<file path="src/rtl/uart_reg_responder.sv">
// Transmit-only 16550-style register target: register map, 16x baud generator
// and a single-holding-register serial transmitter.
module uart_reg_responder #(
    parameter logic [15:0] DIV_RESET     = 16'h0001,
    parameter int unsigned TICKS_PER_BIT = 16
) (
    input  logic       clk_i,
    input  logic       rstn_i,
    input  logic       cs_i,
    input  logic       wr_i,
    input  logic       rd_i,
    input  logic [2:0] a_i,
    input  logic [7:0] din_i,
    output logic [7:0] dout_o,
    output logic       int_o,
    output logic       sout_o
);
    typedef enum logic [2:0] {IDLE, START, DATA, PARITY, STOP1, STOP2} state_e;

    localparam int unsigned TW    = (TICKS_PER_BIT > 1) ? $clog2(TICKS_PER_BIT) : 1;
    localparam logic [TW-1:0] TLAST = TW'(TICKS_PER_BIT - 1);

    state_e        state_q, state_d;
    logic [7:0]    lcr_q, lcr_d, scr_q, scr_d, thr_q, thr_d, dout_q, dout_d;
    logic [7:0]    shift_q, shift_d;
    logic [3:0]    ier_q, ier_d;
    logic [4:0]    mcr_q, mcr_d;
    logic [15:0]   div_q, div_d, bcnt_q, bcnt_d;
    logic [TW-1:0] tcnt_q, tcnt_d;
    logic [2:0]    bitcnt_q, bitcnt_d;
    logic [1:0]    flen_q, flen_d;
    logic          fpen_q, fpen_d, fstb_q, fstb_d, par_q, par_d;
    logic          fen_q, fen_d, thr_full_q, thr_full_d, thre_pend_q, thre_pend_d;
    logic          int_q, int_d;

    logic       wr_en, rd_en, dlab, tick, bit_end, load, thre_int;
    logic [7:0] iir, lsr, rdata;

    always_comb begin
        wr_en    = cs_i & wr_i;
        rd_en    = cs_i & rd_i & ~wr_i;
        dlab     = lcr_q[7];
        tick     = (div_q != 16'd0) && (bcnt_q == div_q - 16'd1);
        bit_end  = tick && (tcnt_q == TLAST);
        thre_int = ier_q[1] & thre_pend_q;
        iir      = {fen_q, fen_q, 2'b00, thre_int ? 4'b0010 : 4'b0001};
        lsr      = {1'b0, ~thr_full_q & (state_q == IDLE), ~thr_full_q, 5'b00000};
        case (a_i)
            3'd0:    rdata = dlab ? div_q[7:0] : 8'h00;
            3'd1:    rdata = dlab ? div_q[15:8] : {4'h0, ier_q};
            3'd2:    rdata = iir;
            3'd3:    rdata = lcr_q;
            3'd4:    rdata = {3'b000, mcr_q};
            3'd5:    rdata = lsr;
            3'd6:    rdata = 8'h00;
            default: rdata = scr_q;
        endcase
    end

    always_comb begin
        state_d     = state_q;
        lcr_d       = lcr_q;
        scr_d       = scr_q;
        thr_d       = thr_q;
        dout_d      = dout_q;
        shift_d     = shift_q;
        ier_d       = ier_q;
        mcr_d       = mcr_q;
        div_d       = div_q;
        bcnt_d      = (div_q == 16'd0 || tick) ? '0 : bcnt_q + 16'd1;
        tcnt_d      = tcnt_q;
        bitcnt_d    = bitcnt_q;
        flen_d      = flen_q;
        fpen_d      = fpen_q;
        fstb_d      = fstb_q;
        par_d       = par_q;
        fen_d       = fen_q;
        thr_full_d  = thr_full_q;
        thre_pend_d = thre_pend_q;
        load        = 1'b0;

        if (rd_en) begin
            dout_d = rdata;
            if (a_i == 3'd2 && thre_int) thre_pend_d = 1'b0;
        end

        if (state_q != IDLE && tick) tcnt_d = bit_end ? '0 : tcnt_q + 1'b1;
        case (state_q)
            IDLE:    load = thr_full_q;
            START:   if (bit_end) state_d = DATA;
            DATA: begin
                if (bit_end) begin
                    shift_d  = shift_q >> 1;
                    bitcnt_d = bitcnt_q + 3'd1;
                    if (bitcnt_q == 3'd4 + {1'b0, flen_q}) state_d = fpen_q ? PARITY : STOP1;
                end
            end
            PARITY:  if (bit_end) state_d = STOP1;
            STOP1: begin
                if (bit_end) begin
                    if (fstb_q)          state_d = STOP2;
                    else if (thr_full_q) load = 1'b1;
                    else                 state_d = IDLE;
                end
            end
            STOP2: begin
                if (bit_end) begin
                    if (thr_full_q) load = 1'b1;
                    else            state_d = IDLE;
                end
            end
            default: state_d = IDLE;
        endcase

        // Frame format is captured here so later LCR writes cannot disturb it.
        if (load) begin
            state_d     = START;
            shift_d     = thr_q;
            tcnt_d      = '0;
            bitcnt_d    = '0;
            flen_d      = lcr_q[1:0];
            fpen_d      = lcr_q[3];
            fstb_d      = lcr_q[2];
            par_d       = (^(thr_q & (8'hFF >> (2'd3 - lcr_q[1:0])))) ^ ~lcr_q[4];
            thr_full_d  = 1'b0;
            thre_pend_d = 1'b1;
        end

        // Bus writes come last so a THR write beats a same-edge shifter load.
        if (wr_en) begin
            case (a_i)
                3'd0: begin
                    if (dlab) begin
                        div_d[7:0] = din_i;
                        bcnt_d     = '0;
                    end else begin
                        thr_d       = din_i;
                        thr_full_d  = 1'b1;
                        thre_pend_d = 1'b0;
                    end
                end
                3'd1: begin
                    if (dlab) begin
                        div_d[15:8] = din_i;
                        bcnt_d      = '0;
                    end else begin
                        ier_d = din_i[3:0];
                        if (din_i[1] && !ier_q[1] && !thr_full_q) thre_pend_d = 1'b1;
                    end
                end
                3'd2: begin
                    fen_d = din_i[0];
                    if (din_i[2]) thr_full_d = 1'b0;
                end
                3'd3:    lcr_d = din_i;
                3'd4:    mcr_d = din_i[4:0];
                3'd7:    scr_d = din_i;
                default: ;
            endcase
        end

        int_d = ier_d[1] & thre_pend_d;
    end

    always_comb begin
        case (state_q)
            START:   sout_o = 1'b0;
            DATA:    sout_o = shift_q[0];
            PARITY:  sout_o = par_q;
            default: sout_o = 1'b1;
        endcase
        if (lcr_q[6])      sout_o = 1'b0;
        else if (mcr_q[4]) sout_o = 1'b1;
    end

    always_ff @(posedge clk_i or negedge rstn_i) begin
        if (!rstn_i) begin
            state_q     <= IDLE;
            lcr_q       <= '0;
            scr_q       <= '0;
            thr_q       <= '0;
            dout_q      <= '0;
            shift_q     <= '0;
            ier_q       <= '0;
            mcr_q       <= '0;
            div_q       <= DIV_RESET;
            bcnt_q      <= '0;
            tcnt_q      <= '0;
            bitcnt_q    <= '0;
            flen_q      <= '0;
            fpen_q      <= 1'b0;
            fstb_q      <= 1'b0;
            par_q       <= 1'b0;
            fen_q       <= 1'b0;
            thr_full_q  <= 1'b0;
            thre_pend_q <= 1'b0;
            int_q       <= 1'b0;
        end else begin
            state_q     <= state_d;
            lcr_q       <= lcr_d;
            scr_q       <= scr_d;
            thr_q       <= thr_d;
            dout_q      <= dout_d;
            shift_q     <= shift_d;
            ier_q       <= ier_d;
            mcr_q       <= mcr_d;
            div_q       <= div_d;
            bcnt_q      <= bcnt_d;
            tcnt_q      <= tcnt_d;
            bitcnt_q    <= bitcnt_d;
            flen_q      <= flen_d;
            fpen_q      <= fpen_d;
            fstb_q      <= fstb_d;
            par_q       <= par_d;
            fen_q       <= fen_d;
            thr_full_q  <= thr_full_d;
            thre_pend_q <= thre_pend_d;
            int_q       <= int_d;
        end
    end

    assign dout_o = dout_q;
    assign int_o  = int_q;
endmodule

</file>
<file path="config.mk">
export PLATFORM = sky130hd
export DESIGN_NAME = uart_reg_responder
export DESIGN_NICKNAME = d
export VERILOG_FILES = /design/src/rtl/uart_reg_responder.sv
export SDC_FILE = /design/constraint.sdc
export NUM_CORES = 1
export LEC_CHECK = 0
export CORE_UTILIZATION = 50
export CTS_CLUSTER_SIZE = 40
export DETAILED_ROUTE_END_ITERATION = 16
export GPL_TIMING_DRIVEN = 0
export PLACE_DENSITY = 0.74
export SYNTH_ARGS = -nofsm -noshare
export SYNTH_HDL_FRONTEND = slang
export SYNTH_SLANG_ARGS = --single-unit
</file>
<file path="constraint.sdc">
create_clock -name clk_i -period 3.7 [get_ports clk_i]
set_input_delay 0.555 -clock clk_i [delete_from_list [all_inputs] [get_ports clk_i]]
set_output_delay 0.555 -clock clk_i [all_outputs]
set_load 0.005 [all_outputs]
</file>
Yosys cells after proc, flatten, opt, wreduce, memory -nomap -nowiden

Cells that the tools add are included.

Register bits: 100
Output and inout bits: 10
Logic and storage cells: 144

Add/subtract/negate cells: 6
Equality and inequality tests: 22
Shift operators: 1
Multiplexer cells: 52
Bitwise gates (word level): 12
Reductions and logical operators: 29

Operators with widths:

| kind                  | count |
|---|---|
| $mux 16               | 4 |
| $pmux 8 s7            | 1 |
| $mux 8                | 5 |
| $mux 3                | 13 |
| $eq 3x3->1 const B    | 6 |
| $ne 3x3->1 const B    | 6 |
| $pmux 3 s6            | 1 |
| $mux 1                | 17 |
| $add 16x1->16 const B | 1 |
| $eq 16x16->1          | 1 |
| $logic_not 16->1      | 1 |
| $reduce_bool 16->1    | 1 |
| $sub 16x1->16 const B | 1 |
| $eq 3x2->1 const B    | 4 |
| $mux 4                | 3 |
| $reduce_and 3->1      | 4 |
| $reduce_and 2->1      | 5 |
| $and 8x8->8           | 1 |
| $mux 2                | 4 |
| $reduce_xor 8->1      | 1 |
| $shr 8x2->8 const A   | 1 |
| $reduce_and 7->1      | 1 |
| $and 1x1->1           | 6 |
| $eq 3x1->1 const B    | 2 |
| other kinds (18)      | 32 |

Longest topological paths before layout

Word-level depth: 12
Gate-level depth with buffers: 11

Worst setup path after synthesis

Ideal clock, no wire load.

Path type: register -> register
From: register div_q[0]
To: register state_q[2]
Arrival: 2.723 ns
Required time: 3.622 ns
Path slack: 0.899 ns
Cell stages (with the launch flop): 11
Path buffers: 0
Period minus slack after synthesis: 2.801 ns
Cells stage by stage: dfstp_2 > inv_1 > ha_1 > xor2_1 > o211ai_1 > nor4_1 > nand4_1 > nor4b_4 > nand2_2 > or4b_1 > a21boi_1

Word-level cells in the longest chain between the ends: 8
Elaborated cells on any way between the ends: 17
Those cells by class: add/sub: 1; eq/ne: 8; mux: 4; reduce/logical: 4

Ends and longest elaborated chain:

| element                                            | line     | source |
|---|---|---|
| start: declaration                                 | 28       | `logic [15:0] div_q, div_d, bcnt_q, bcnt_d;` |
| start signal: assignment                           | 207      | `div_q <= div_d;` |
| $sub 16x1->16                                      | 43       | `tick = (div_q != 16'd0) && (bcnt_q == div_q - 16'd1);` |
| $eq 16x16->1                                       | 43       |  |
| $logic_and 1x1->1 (*)                              | 43       |  |
| $logic_and 1x1->1 (*)                              | 44       | `bit_end = tick && (tcnt_q == TLAST);` |
| $mux 1, on equally long branches                   | 107, 100 |  |
| $pmux 1 s3                                         | 88       | `case (state_q)` |
| $ne 3x3->1 (no line) or $ne 2x2->1 (tied branches) | --       |  |
| $reduce_and 7->1 (no line)                         | --       |  |
| end signal: assignment                             | 199      | `state_q <= state_d;` |
| end: declaration                                   | 23       | `state_e state_q, state_d;` |

Mark *: on every way between the ends. The rest lies on a longest branch, timed or not.
A chain may end at the register's enable or synchronous reset.

Worst setup path after layout

From: register div_q[0]
To: register shift_q[7]

Word-level cells in the longest chain between the ends: 8
Elaborated cells on any way between the ends: 12
Those cells by class: add/sub: 1; eq/ne: 1; mux: 4; reduce/logical: 6

Ends and longest elaborated chain:

| element                          | line     | source |
|---|---|---|
| $sub 16x1->16                    | 43       |  |
| $eq 16x16->1                     | 43       |  |
| $logic_and 1x1->1 (*)            | 43       |  |
| $logic_and 1x1->1 (*)            | 44       |  |
| $mux 1, on equally long branches | 107, 100 |  |
| $pmux 1 s3                       | 88       |  |
| $reduce_bool 2->1 (no line)      | --       |  |
| $reduce_and 2->1 (no line)       | --       |  |
| end signal: assignment           | 204      | `shift_q <= shift_d;` |
| end: declaration                 | 25       | `logic [7:0] shift_q, shift_d;` |

Marked as above.

==> impl_metrics.ini <==
[run_status]
status = finished clean

[power]
p_leak_uw = 0.00257
power_density_nw_per_um2 = 568
vdd_drop_max_uv = 265

[synth]
synth_top_cell_area_share_pct = 46.1
async_reset_ff_share_pct = 100
synth_cell_types = 58
post-synth-top-area-cell = dfrtp_1
synth_ff_type = dfrtp_1
yosys_warnings = 0
syn-num-nets = 549
synth_area_per_cell_sq_um = 10.2
syn_area_sq_um = 5380
yosys-top-cells-area = dfrtp_1, mux2_2, xnor2_1, nor2_1, nand2_1
syn_inst = 528
yosys_register_bits = 100
synth_edf_count = 0
synth-seq-area-share_pct = 46.6

[drt]
firstDrtPassIters = 5
wirelength_um = 13000
first_iter_violations = 197
ant_nets = 0
vias_per_cell = 5.88
drc = 0
wl_per_cell_um = 18.5
vias = 4145

[cells_and_area]
syn2layout_area_growth_pct = 11.7
antennaDiodeCount = 0
nets = 585
nFillCells = 886
drive_gt1_share_pct = 15.3
seqCellArea_sq_um = 2500
multiInputGateArea_sq_um = 2700

[timing]
slew_violations = 0
setup_viol = 0
min_period_over_period_pct = 92.2
fmaxAchievable_mhz = 293
worst_pin_slew_ps = 886
finClkSkew_ps = 10.3
relSlewSlack_pct = 40.7
finalHoldViolCount = 0
rsz0062_at_grt = no
setup_ws_ps = 288
tns_ps = 0
period_minus_slack_ps = 3410

[global_routing]
grtUsageMet3_pct = 4.02
grt_use_total_pct = 24.7
grt_pass1_vias = 4148
antenna_found_initial = 0
grt_max_degree = 63
use_met2_pct = 41.1
top_usage_layer = met2
grt_use_met1_pct = 32.4
grt_pass1_wl_um = 21200
overflow = 0

[die]
rows = 37
io-pin-count = 26
die_w_um = 106
initial_utilization_pct = 51.8
fp.coreArea_sq_um = 10400
die_h_um = 106
die_area_sq_um = 11200

[worst_setup_path]
worstReg2RegStart = div_q[0]
critical_path_required_ps = 3950
critPathLaunchType = flop
crit_path_max_fanout = 10
crit_path_end_kind = flop
path_depth = 11
cp_top_family = simple AND/OR/NAND/NOR gates
reg2reg_to = shift_q[7]
crit_path_top_delay_cell = dfstp_2
max_stage_delay_ps = 610
cp_cell_sequence = inv_1 > ha_1 > xor2_1 > o211ai_1 > nor4_1 > nand4_1 > nor4b_4 > a31oi_1 > a21bo_2 > buf_2 > o22ai_1
reg2regPathDepth = 11
reg2reg_setup_slack_ps = 290
path_buf_inv = 2
arrival_ps = 3660
critical_path_class = reg -> reg
cp-startpoint = div_q[0]
cp-endpoint = shift_q[7]

[job]
cap_violations = 0

[clock_network]
cts_setup_buffers = 0
hold_buffers = 0
htree_num_levels = 3
clk_pin_slew_worst_paths_ps = 100
cts_buffer_depth = 2
cts.sink_count = 100
cts_resized = 0
cts_buffers = 9
clk_latency_ps = 370
cts_tree = done
clockRootBuffer = clkbuf_8

[placed_design]
gp_congestion = 0.948
hpwl_um = 9290
port-buffer-count = 24
post-place-ws_ps = 283

[min_path]
min_path_type = in -> async
[synthesized netlist by cell type (7+ instances only)]
cell type   n
o21ai_0    30
xnor2_1    25
o22a_1      7
xor2_1     17
nand3_1    23
a21oi_1    18
clkbuf_1   21
and3_1      9
o21a_1      8
mux2i_1     7
nand2_1    42
mux2_2     54
dfrtp_1    99
nor2_1     44
inv_1      14
[report_power, final]
group | internal (uW) | switching [uW] | leakage [uW]
logic | 566 | 574 | 0.00121
clock network | 316 | 394 | 0.0000862
registers | 1350 | 218 | 0.00128
total | 2230 | 1190 | 0.00257
[how the worst min path moves through the flow]
stage / depth (start not counted) / slack, ps / start / endpoint
2_1_floorplan: 0 / 260 / rstn_i / bcnt_q[0]
3_3_place_gp: 2 / 460 / dout_o[6] / dout_o[6]
3_5_place_dp: 2 / 470 / dout_o[3] / dout_o[3]
4_1_cts: 1 / 150 / rstn_i / scr_q[4]
5_1_grt: 1 / 170 / rstn_i / scr_q[4]
6_report: 1 / 140 / rstn_i / scr_q[4]
[cell families (layout without fill, tap and decap cells)]
kind of cell    count (synthesis)  in the layout  share of synthesized area [%]
compound gates                104            104                           12.5
xor+xnor                       43             43                           7.26
fa+ha+maj                       5              5                           1.16
buf+inv                        43             84                           3.28
flops                         100            100                           46.6
mux                            61             61                           12.6
simple gates                  172            172                           16.6
[final cells by class]
cell class              count  share of cell area (%)
plain buffers              29                    2.06
clock buffers              11                    2.19
clock inverters             5                    1.02
inverters                  14                   0.875
multi-input cells         385                    44.9
flip-flops and latches    100                    41.7
well taps                 136                    2.83
repair buffers             25                    4.42
[sequential cells by signal (all words and copies together) (netlist names), 3 cells and up]
signal and count:
bcnt_q 16, div_q 16, dout_o 8, lcr_q 8, scr_q 8, shift_q 8, thr_q 8, mcr_q 5
ier_q 4, tcnt_q 4, bitcnt_q 3, state_q 3
[metal layers]
metal | share of wire [%] | up-vias
met1 | 45 | 2045
li1 | - | 1948
met5 | 0 | -
met4 | 2.4 | 0
met3 | 4.8 | 29
met2 | 48 | 123
[layout by cell type (no fill, tap or decap), drive strengths merged, types with 7 or more instances in the layout]
cell type	Yosys	final
o22a	7	7
nor2	44	44
a21oi	18	18
dfrtp	99	99
mux2i	7	7
mux2	54	54
o21ai	30	30
clkbuf	21	32
xor2	17	17
nand2	43	43
and3	9	9
buf	8	10
o21a	8	8
inv	14	15
xnor2	25	25
clkdlybuf4s50	0	23
nand3	23	23
[metrics by stage]
stage | instance area (sq um) | utilization, % | hold WS [ps] | cells | total power [uW]
finish | 6000 | 57.9 | 139 | 705 | 3410
global route | 6000 | 57.9 | 167 | 705 | 3620
CTS | 6000 | 57.9 | 153 | 705 | 3420
detailed placement | 5810 | 56.0 | 472 | 689 | 2710
global placement | 5790 | 55.8 | 463 | 688 | 2660
floorplan | 5380 | - | 259 | 528 | 2360
Power figures use the tool's default switching activity.
==> edit 1: new RTL, same settings <==
The 6 states of `state_e` get a Gray code encoding in 3 bits.
--- a/src/rtl/uart_reg_responder.sv
+++ b/src/rtl/uart_reg_responder.sv
@@ -17,3 +17,3 @@
 );
-    typedef enum logic [2:0] {IDLE, START, DATA, PARITY, STOP1, STOP2} state_e;
+    typedef enum logic [2:0] {IDLE = 3'b000, START = 3'b001, DATA = 3'b011, PARITY = 3'b010, STOP1 = 3'b110, STOP2 = 3'b111} state_e;
 
Behaviour: no difference found for any inputs over 4 cycles, from zero or initial values and one cycle with rstn_i low; so few cycles prove little.
==> edit 1 against the original RTL <==
  * Final area rose by 2.2%
  * Wire length fell by 0.41%
  * Sequential share of layout area fell by 0.91 points
  * Count of clock-buffer cells in the layout fell by 1
  * Sequential cell count did not move
  * Synthesized area rose by 2.4%
  * Power fell by 7.4%
  * Critical path depth fell by 1
  * Sequential power fell by 4%
  * Worst setup slack got worse by 170 ps
  * Clock power fell by 3.8%
  * Critical path type unchanged
  * Critical endpoint is now flen_q[1]
  * Highest routed layer unchanged
==> edit 1: results <==
[run_status]
run_status = completed

[sta]
timing.clock.skew_ps = 13.3
hold_slack_ps = 133
max_freq_mhz = 279

[placed_design]
placed_area_um2 = 5920
preCtsSetupSlack_ps = -163
port_buffers = 22

[synth]
yosys.area_share.xor_xnor_pct = 7.48
synth-adder-area-share_pct = 1.14
synth_mux_area_share_pct = 13.9
synth.distinct_cells = 68
synth_compound_gate_area_share_pct = 10.6
seq_area_frac_synth_pct = 45.5

[global_route]
grt_start_max_net_pins = 66
first_global_vias = 4112
use_met3_pct = 4.74
met1_demand_to_capacity_share_in_global_routing_pct = 32.3

[setup_path]
crit_end = flen_q[1]
r2r.worst_path.cells = 10
worst_ep_arrival_time_ps = 3870
timing.reg2reg.setup_slack_ps = 120
worst_path_largest_cell_delay_ps = 550

[power_and_ir_drop]
pwr-share-seq_pct = 47.3
irDropWorstVdd_mv = 0.407

[cts]
worst_skew_pair.late_latency_ps = 390

[detailed_routing]
finalWirelength_mm = 13.0
wl_per_cell_um = 18.2
wl_met1_mm = 6.03

[finish]
fin_nets = 592
-- edit 1: changes by cell type after synthesis, sizes merged, moves of 7 or more --
cell   unedited run  this run
mux2i             7        14
xnor2            25        32
o22a              7         0
nand2            43        61
inv              14         7
-- edit 1: cells by family after synthesis --
group,after synthesis
adder cells (fa/ha/maj),5
flip-flops,100
AND/OR/NAND/NOR,197
XOR/XNOR,47
buffers and inverters,33
AO/OA/AOI/OAI,87
multiplexers,68
-- edit 1: timing repair --
item	CTS	global route
hold buffers	0	0
gates resized for setup	4	1
setup endpoints to repair	19	1
-- edit 1: cell type report --
class                      instances  area (um2)
buffer                            26         180
clock buffer                      10         138
clock inverter                     6        48.8
fill                             910        4370
inverter                           7        26.3
multi-input combinational        404        2830
sequential                       100        2500
tap                              136         170
timing repair buffer              23         245
==> edit 2: new RTL, same settings <==
Without the edit above. Set the parameter `TICKS_PER_BIT` to 8 (it was 16).
--- a/src/rtl/uart_reg_responder.sv
+++ b/src/rtl/uart_reg_responder.sv
@@ -4,3 +4,3 @@
     parameter logic [15:0] DIV_RESET     = 16'h0001,
-    parameter int unsigned TICKS_PER_BIT = 16
+    parameter int unsigned TICKS_PER_BIT = 8
 ) (
Function: same outputs for any inputs over 4 cycles, from zero or initial values and one cycle with rstn_i low; that may be too few to reach the edited logic, so the function may still have changed.
==> edit 2 against the original RTL <==
  * Sequential cell count down 1
  * Wire length down 1.8%
  * Final area up 0.46%
  * Worst setup slack worse by 67 ps
  * Largest power group unchanged
  * Power is 9.5% lower
  * Synthesized area grew 0.61%
  * Global-route usage shrank 0.48 points
  * Critical path type unchanged
  * Clock skew is 3.8 ps higher
==> edit 2: results <==
[synth]
mappedNetlistNets = 565
post_synth_most_frequent_cells = dfrtp_1 (98), nand2_1 (76), mux2_2 (54), nor2_1 (42), xnor2_1 (35)
synth_async_sr_flop_share_pct = 100
synth_warnings = 0
synth.distinct_cells = 59
seq_area_frac_synth_pct = 45.8
synthTopCellsByArea = dfrtp_1 (45%), mux2_2 (11%), xnor2_1 (5.7%), nand2_1 (5.3%), o21ai_0 (3.0%)

[cts]
clk_pin_slew_ps = 100
postCtsSetupBuffers = 0
cts_resized = 0
cts-buffers-inserted = 9
cts.root.buffer_cell = clkbuf_8
worst_skew_pair.late_latency_ps = 380
cts_buffer_depth = 2
cts_max_level = 3

[sta]
timing.clock.skew_ps = 14.1
max_slew_margin_vs_limit_pct = 51.0
hold_slack_ps = 79.3

[finish]
fillerInstances = 892
fin_nets = 603
antenna-diode-count = 0
reg.largest.list = bcnt_q x16, div_q x16
drive_gt1_share_pct = 16.7

[global_route]
grt_start_max_net_pins = 75
grt_first_pass_wirelength_mm = 20.9
grtUsageTotal_pct = 24.2
antenna_violations_before_repair = 0

[placed_design]
detailedPlacementHpwl_mm = 9.53
placed_area_um2 = 5840
port_buffers = 24
gpl.final_weighted_congestion = 0.939

[run_status]
run_status = completed

[power_and_ir_drop]
cellLeakagePower_nw = 2.64
irDropWorstVdd_mv = 0.283
power.net_switching_mw = 1.08

[detailed_routing]
drt-initial-drc-count = 312
detail_route.drc_violations = 0
finalWirelength_mm = 12.8
vias = 4192
drtPass1Iterations = 5

[setup_path]
timing.reg2reg.setup_slack_ps = 220
worst_ep_arrival_time_ps = 3780
cp_max_fo = 8

[hold_path]
worst_hold_path_type = input pin to async pin
## edit 2: cell types whose count changed after synthesis, sizes merged, moves of 4 or more
cell   change
a21oi      -8
a31oi      -4
mux2i      +5
nand2     +35
o21a       -8
o21ai      +5
o22a       -7
xnor2     +10
xor2       -4
## edit 2: metrics by stage
step | instances | setup WS (ps) | total power, mW
6_report | 722 | 220 | 3.09
4_1_cts | 720 | 128 | 3.09
3_5_place_dp | 704 | 143 | 2.44
5_1_grt | 722 | 69.2 | 3.26
2_1_floorplan | 543 | 807 | 2.14
3_3_place_gp | 703 | -1510 | 2.40
## edit 2: area by class of cell
cell class | instances | area [um2] | share of cell area [%]
Multi-Input combinational cell | 404 | 2760 | 45.8
Sequential cell | 99 | 2480 | 41.1
Timing Repair Buffer | 27 | 280 | 4.65
Tap cell | 136 | 170 | 2.82
Buffer | 29 | 125 | 2.07
Clock buffer | 9 | 124 | 2.05
Clock inverter | 7 | 48.8 | 0.809
Inverter | 11 | 41.3 | 0.685
## edit 2: final timing paths
check                             endpoint     start  cells after the start
worst min register to register    ier_q[2]  ier_q[2]                      2
worst max-delay path            state_q[2]  div_q[0]                     10
worst max register to register  state_q[2]  div_q[0]                     10
max in group asynchronous         scr_q[2]    rstn_i                      2
worst min-delay path             div_q[11]    rstn_i                      1
min in group clk_i                ier_q[2]  ier_q[2]                      2
## edit 2: power by group through the flow
stage          combinational, mW  sequential (mW)  clock [mW]
2_1_floorplan              0.741             1.40           0
3_3_place_gp               0.945             1.45           0
3_5_place_dp               0.984             1.46           0
4_1_cts                    0.992             1.44       0.661
5_1_grt                     1.10             1.47       0.695
6_report                    1.00             1.44       0.644
## edit 2: cells by family (layout without fill, tap and decap cells)
group	Yosys count	in the layout	share of synthesized area (%)
compound gates	77	77	9.00
xor+xnor	48	48	7.77
mux	66	66	13.5
buf+inv	40	83	3.08
flops	99	99	45.8
fa+ha+maj	7	7	1.57
simple gates	206	206	19.3
## edit 2: worst max-delay path, cell delays in order, from the launching register on
cell	delay, ps
dfstp_2	610
inv_1	90
ha_1	200
clkbuf_1	190
and4_1	200
a311o_1	310
nor4_1	660
and3_1	370
nand2_2	120
or4b_4	540
a21oi_2	140
## edit 2: layer usage
layer | up-vias | part of all wire, % | track usage (%)
li1 | 1974 | - | -
met1 | 2099 | 46 | 32.6
met2 | 90 | 48 | 39.0
met3 | 29 | 3.2 | 3.31
met4 | 0 | 2.6 | 10.7
met5 | - | 0 | 0
